--- config.mk ---
export PLATFORM = sky130hd
export DESIGN_NAME = updown_counter_p
export DESIGN_NICKNAME = d
export VERILOG_FILES = /design/src/rtl/updown_counter_p.sv
export SDC_FILE = /design/constraint.sdc
export NUM_CORES = 1
export LEC_CHECK = 0
export CORE_AREA = 2 2 44 46
export CTS_BUF_LIST = sky130_fd_sc_hd__clkbuf_2
export CTS_CLUSTER_DIAMETER = 50
export CTS_CLUSTER_SIZE = 20
export DETAILED_ROUTE_END_ITERATION = 7
export DIE_AREA = 0 0 46 48
export GPL_TIMING_DRIVEN = 0
export PLACE_DENSITY_LB_ADDON = 0.08
export SETUP_SLACK_MARGIN = 0.02
export SYNTH_ARGS = -nofsm -noshare
export SYNTH_HDL_FRONTEND = slang
export SYNTH_SLANG_ARGS = --single-unit
export TNS_END_PERCENT = 100
--- constraint.sdc ---
create_clock -name clk -period 4.45 [get_ports clk]
set_input_delay 0.6675 -clock clk [delete_from_list [all_inputs] [get_ports clk]]
set_output_delay 0.6675 -clock clk [all_outputs]
set_load 0.01 [all_outputs]
--- src/rtl/updown_counter_p.sv ---
// rtl/updown_counter_p.sv - parametrised up/down counter with modulus, wrap/saturate, load and prescaler
module updown_counter_p #(
    parameter int WIDTH    = 4,
    parameter int MAX_VAL  = (1 << WIDTH) - 1,
    parameter int PRESCALE = 1
) (
    input  logic             clk,
    input  logic             rstn,
    input  logic             en,
    input  logic             mode,
    input  logic             sat,
    input  logic             clr,
    input  logic             load,
    input  logic [WIDTH-1:0] load_val,
    output logic [WIDTH-1:0] out,
    output logic             tc,
    output logic             ovf
);

    // A one-bit prescaler is kept even for PRESCALE=1 so the logic stays uniform;
    // it simply never leaves zero in that case.
    localparam int PW = (PRESCALE > 1) ? $clog2(PRESCALE) : 1;

    localparam logic [WIDTH-1:0] MAX      = WIDTH'(MAX_VAL);
    localparam logic [PW-1:0]    PRE_LAST = PW'(PRESCALE - 1);

    logic [PW-1:0]    pre_cnt;
    logic [WIDTH-1:0] load_clamped;
    logic             step;
    logic             at_boundary;
    logic [WIDTH-1:0] next_step_val;

    // Clamp loads so the count can never sit above the modulus.
    always_comb begin
        load_clamped = (load_val > MAX) ? MAX : load_val;
    end

    // Decide whether this edge steps and what the stepped value is.
    always_comb begin
        step          = en && (pre_cnt == PRE_LAST);
        at_boundary   = mode ? (out == '0) : (out == MAX);
        next_step_val = out;
        if (!mode) begin
            if (out == MAX) next_step_val = sat ? MAX : '0;
            else            next_step_val = out + 1'b1;
        end else begin
            if (out == '0)  next_step_val = sat ? '0 : MAX;
            else            next_step_val = out - 1'b1;
        end
    end

    // Count, prescaler and flags; priority is reset, clear, load, then step.
    always_ff @(posedge clk) begin
        if (!rstn) begin
            out     <= '0;
            pre_cnt <= '0;
            tc      <= 1'b0;
            ovf     <= 1'b0;
        end else if (clr) begin
            out     <= '0;
            pre_cnt <= '0;
            tc      <= 1'b0;
            ovf     <= 1'b0;
        end else if (load) begin
            out     <= load_clamped;
            pre_cnt <= '0;
            tc      <= 1'b0;
        end else begin
            tc <= 1'b0;
            if (step) begin
                pre_cnt <= '0;
                out     <= next_step_val;
                if (at_boundary) begin
                    tc  <= 1'b1;
                    ovf <= 1'b1;
                end
            end else if (en) begin
                pre_cnt <= pre_cnt + 1'b1;
            end
        end
    end

endmodule
Yosys cells after proc, flatten, opt, wreduce, memory -nomap -nowiden:

Index checks and enable logic that the tools add are counted.

* register bits: 7
* bits of input ports: 11
* output and inout port bits: 6
* word-level logic and storage cells: 30

* add/subtract/negate cells: 3
* $lt $le $gt $ge: 1
* eq/ne operators: 1
* mux-type cells: 10
* bitwise logic cells: 4
* reduce and logical (&&, ||, !) cells: 7

Operators by type and width (count)
* $mux W4: 8
* $reduce_or A4 Y1: 2
* $add A4 B1 Y4 const B: 1
* $eq A4 B4 Y1 const B: 1
* $gt A4 B4 Y1 const B: 1
* $logic_not A4 Y1: 1
* $not A1 Y1: 4
* $sub A4 B1 Y4 const B: 1
* $reduce_and A3 Y1: 1
* $mux W1: 2
* $reduce_bool A2 Y1: 1
* $reduce_or A2 Y1: 1
* $add A1 B1 Y1 const B: 1
* $logic_and A1 B1 Y1: 1

Logic depth before layout (Yosys ltp):

* word-level depth: 5
* gate-level depth with buffers: 6
* mapped depth without buffers: 6

Worst setup path after synthesis:

No wires, ideal clock.

* path type: reg-to-reg
* start: register out[0]
* end: register out[1]
* setup time: 0.079 ns
* data arrival time: 1.446 ns
* data required time: 4.371 ns
* path slack: 2.925 ns
* cell stages (with the launch flop): 7
* path buffers: 0
* clock period less this slack: 1.525 ns
* path through: dfxtp_1 > inv_1 > ha_1 > nor2b_1 > a2111oi_4 > a31oi_1 > o211ai_1

* longest elaborated chain between the ends: 5
* elaborated cells on any way between the ends: 9
* those cells by class: add/sub: 2; eq/ne: 1; mux: 5; reduce/logical: 1

RTL lines
* start: declaration: RTL line 15 `output logic [WIDTH-1:0] out,`
* start signal: assignment: RTL line 65 `out <= load_clamped;`
* start signal: assignment: RTL line 72 `out <= next_step_val;`
* $add A4 B1 Y4 (tied with other cells): RTL line 45 `else next_step_val = out + 1'b1;`
* $mux W4, on equally long branches: RTL line 44, 47
* $mux W4 *: RTL line 43 `if (!mode) begin`
* $mux W4 *: RTL line 70 `if (step) begin`
* $mux W4 *: RTL line 64 `end else if (load) begin`

Every way passes the cells marked *; elsewhere a longest branch is shown, timed or not. The select of a mux whose other input is x is not followed.
A chain may end at the register's enable or synchronous reset.

Worst setup path after layout:

* start: register out[0]
* end: output port out[0]

No word-level cell between the ends.

==> flow_metrics.py <==
metrics = {
    "hold_path": {
        "hold_path.startpoint": "ovf$_SDFFE_PP0P_",
        "hold_depth": 1,
        "holdCritPathClass": "reg -> reg",
        "hold_end": "ovf$_SDFFE_PP0P_",
    },
    "final_layout": {
        "final_cell_mix": "14 x clkdlybuf4s50_1, 7 x dfxtp_1",
        "finalNonFillerCells": 103,
        "design_area_um2": 751,
        "num-nets-final": 100,
        "drive_above_1_share_pct": 15.1,
        "final_common_cell": "clkdlybuf4s50_1",
        "syn_to_final_growth_pct": 31.9,
        "insertedDiodeCount": 0,
    },
    "synthesis": {
        "synthCells": 68,
        "ys_ff_latch": 7,
        "yosys_warnings": 0,
        "ys_seq_area_share_pct": 24.6,
        "synthesis.nets": 81,
        "synth_cell_types": 35,
        "synth_area_per_cell_um2": 8.37,
        "netlist_area_um2": 569,
    },
    "routing": {
        "ant_nets": 0,
        "routed_via_density": 5.61,
        "firstDrtPassIters": 5,
        "routedWlPerCell_um": 13.5,
        "vias": 578,
        "drt-total-wl_um": 1390,
        "initialDrtViolationCount": 13,
        "drc": 0,
    },
    "sta": {
        "slew-limit-headroom_pct": 76.3,
        "fmax_mhz": 502,
        "period_minus_slack_ns": 1.99,
        "fin_skew_ns": 0.00103,
        "period_share_pct": 44.7,
        "worstMarginPinSlew_ns": 0.351,
        "worst_slack_ns": 2.46,
        "hold_viol": 0,
        "finalSetupViolCount": 0,
        "rsz0062_at_grt": "false",
        "fin_tns_setup_ns": 0,
        "drv_slew": 0,
    },
    "power": {
        "pwr_density_cell_mw_per_mm2": 221,
        "pwr-share-clk_pct": 30.3,
        "pwr-share-comb_pct": 29.0,
        "p_seq_share_pct": 40.7,
        "power.leakage_nw": 0.280,
        "swShare_pct": 31.3,
        "peakVddDrop_v": 0.000113,
        "p_switching_mw": 0.0518,
        "intPower_mw": 0.114,
    },
    "placed_design": {
        "portBuffers": 14,
        "dp_cells": 99,
        "hpwlAfterDp_um": 1050,
        "gp_congestion": 0.749,
        "placed_cell_area_um2": 731,
        "pre_cts_slack_ns": 2.33,
    },
    "setup_path": {
        "critPathTopFamily": "buffers and inverters",
        "reg2reg_slack_ns": 2.77,
        "cp_cell_sequence": "clkdlybuf4s50_1",
        "r2r.worst_path.cells": 6,
        "critPathKind": "reg -> out",
        "required_ns": 3.78,
        "critPathMaxFanout": 9,
        "startpoint_type": "flop",
        "path_buf_inv": 1,
        "reg2reg_from": "out[0]$_SDFFE_PP0P_",
        "crit_path_max_incr_delay_ns": 0.59,
        "crit_slowest_cell": "clkdlybuf4s50_1",
        "r2r_end": "out[1]$_SDFFE_PP0P_",
        "cp.arrival_ns": 1.32,
        "critPathCaptureType": "output port",
    },
    "cts": {
        "cts_tree": "built",
        "clock_sink_count": 7,
        "post_cts_buffers": 0,
        "cts_resized": 0,
        "clock_latency_ns": 0.23,
        "clockBufferDepth": 2,
        "numCtsBuffers": 3,
        "h-tree-depth": 1,
        "clk_pin_slew_ns": 0.09,
        "cts-hold-fix-buffers": 0,
        "cts_root_buf": "clkbuf_2",
    },
    "floorplan": {
        "io_pins": 17,
        "die_w_um": 46,
        "initial_core_util_pct": 33.7,
        "die_h_um": 48,
        "row_count": 15,
        "core_mm2": 0.00169,
        "die-area_mm2": 0.00221,
    },
    "global_routing": {
        "overflow": 0,
        "grt_pass1_vias": 490,
        "grt_use_total_pct": 13.5,
        "grt_first_pass_wirelength_um": 2120,
        "grt_max_degree": 11,
        "antenna_found_initial": 0,
    },
    "flow_run": {
        "cap_violations": 0,
    },
    "run_status": {
        "status": "complete, no violations",
    },
}
## state kept, by name, summed over array words and instances (netlist names)
signal	flops
out	4
ovf	1
pre_cnt	1
tc	1
## cells by family (layout without fill, tap and decap cells)
family | count (synthesis) | count (layout) | synth area share [%]
simple gates | 25 | 25 | 25.7
flops | 7 | 7 | 24.6
mux | 2 | 2 | 3.74
buf+inv | 8 | 26 | 7.91
compound gates | 24 | 24 | 33.6
fa+ha+maj | 2 | 2 | 4.39
## Yosys cell counts
cell type	count	area, um2
a2111oi_4	1	27.5
dfxtp_1	7	140
o311ai_0	1	8.76
o2111ai_1	2	17.5
a211o_2	1	10.0
buf_6	1	11.3
a211oi_1	1	7.51
buf_4	2	15.0
clkbuf_1	1	3.75
nand3b_1	2	15.0
o21bai_1	1	7.51
nand4_1	1	6.26
a31oi_1	3	18.8
inv_2	1	3.75
mux2i_1	1	10.0
nor2_1	3	11.3
ha_1	2	25.0
nor2_2	1	6.26
o211ai_1	1	7.51
o32a_1	1	10.0
nor2b_1	4	25.0
nand2_1	4	15.0
o22ai_1	2	12.5
nor4b_1	1	8.76
nand2b_1	4	25.0
and2b_4	1	10.0
a21o_1	1	7.51
mux2_2	1	11.3
nand3_1	3	15.0
inv_1	3	11.3
o41ai_1	1	8.76
a21oi_1	4	20.0
o31a_1	2	17.5
o21ai_0	2	10.0
and3b_1	1	8.76
## per-stage QoR
stage               hold slack [ns]  util [%]  power [mW]
finish                        0.479      44.4       0.166
global route                  0.494      44.4       0.173
CTS                           0.476      44.4       0.165
detailed placement            0.448      43.3       0.117
global placement              0.444      43.3       0.117
floorplan                     0.468         -      0.0986
## worst max path at each step
stage | start | to | cells past startpoint | slack [ns]
global placement | sat | out[1]$_SDFFE_PP0P_ | 5 | 2.32
CTS | out[0]$_SDFFE_PP0P_ | out[0] | 1 | 2.45
detailed placement | sat | out[1]$_SDFFE_PP0P_ | 5 | 2.33
finish | out[0]$_SDFFE_PP0P_ | out[0] | 1 | 2.46
global route | out[1]$_SDFFE_PP0P_ | out[1] | 1 | 2.40
floorplan | out[0]$_SDFFE_PP0P_ | out[1]$_SDFFE_PP0P_ | 6 | 2.92
## power by group through the flow
stage          logic [mW]  registers, mW  clock network [mW]
6_report           0.0481         0.0675              0.0502
5_1_grt            0.0516         0.0680              0.0537
4_1_cts            0.0480         0.0675              0.0490
3_5_place_dp       0.0477         0.0690                   0
3_3_place_gp       0.0476         0.0689                   0
2_1_floorplan      0.0293         0.0693                   0
## per-layer routing
metal	share of wire, %	up-vias	routed length [um]	track usage, %
met5	0	-	0	0
met2	48	17	668	22.8
met1	47	266	659	17.1
li1	-	293	-	-
met3	3.8	2	53	1.13
met4	0.72	0	10	6.86
## cell type report
type                       count  area (um2)
timing repair buffer          14         140
tap                           17        21.3
sequential                     7         140
buffer                         4        30.0
fill                         181         938
multi-input combinational     53         384
clock buffer                   4        20.0
inverter                       4        15.0
(Power assumes the default switching activity.)
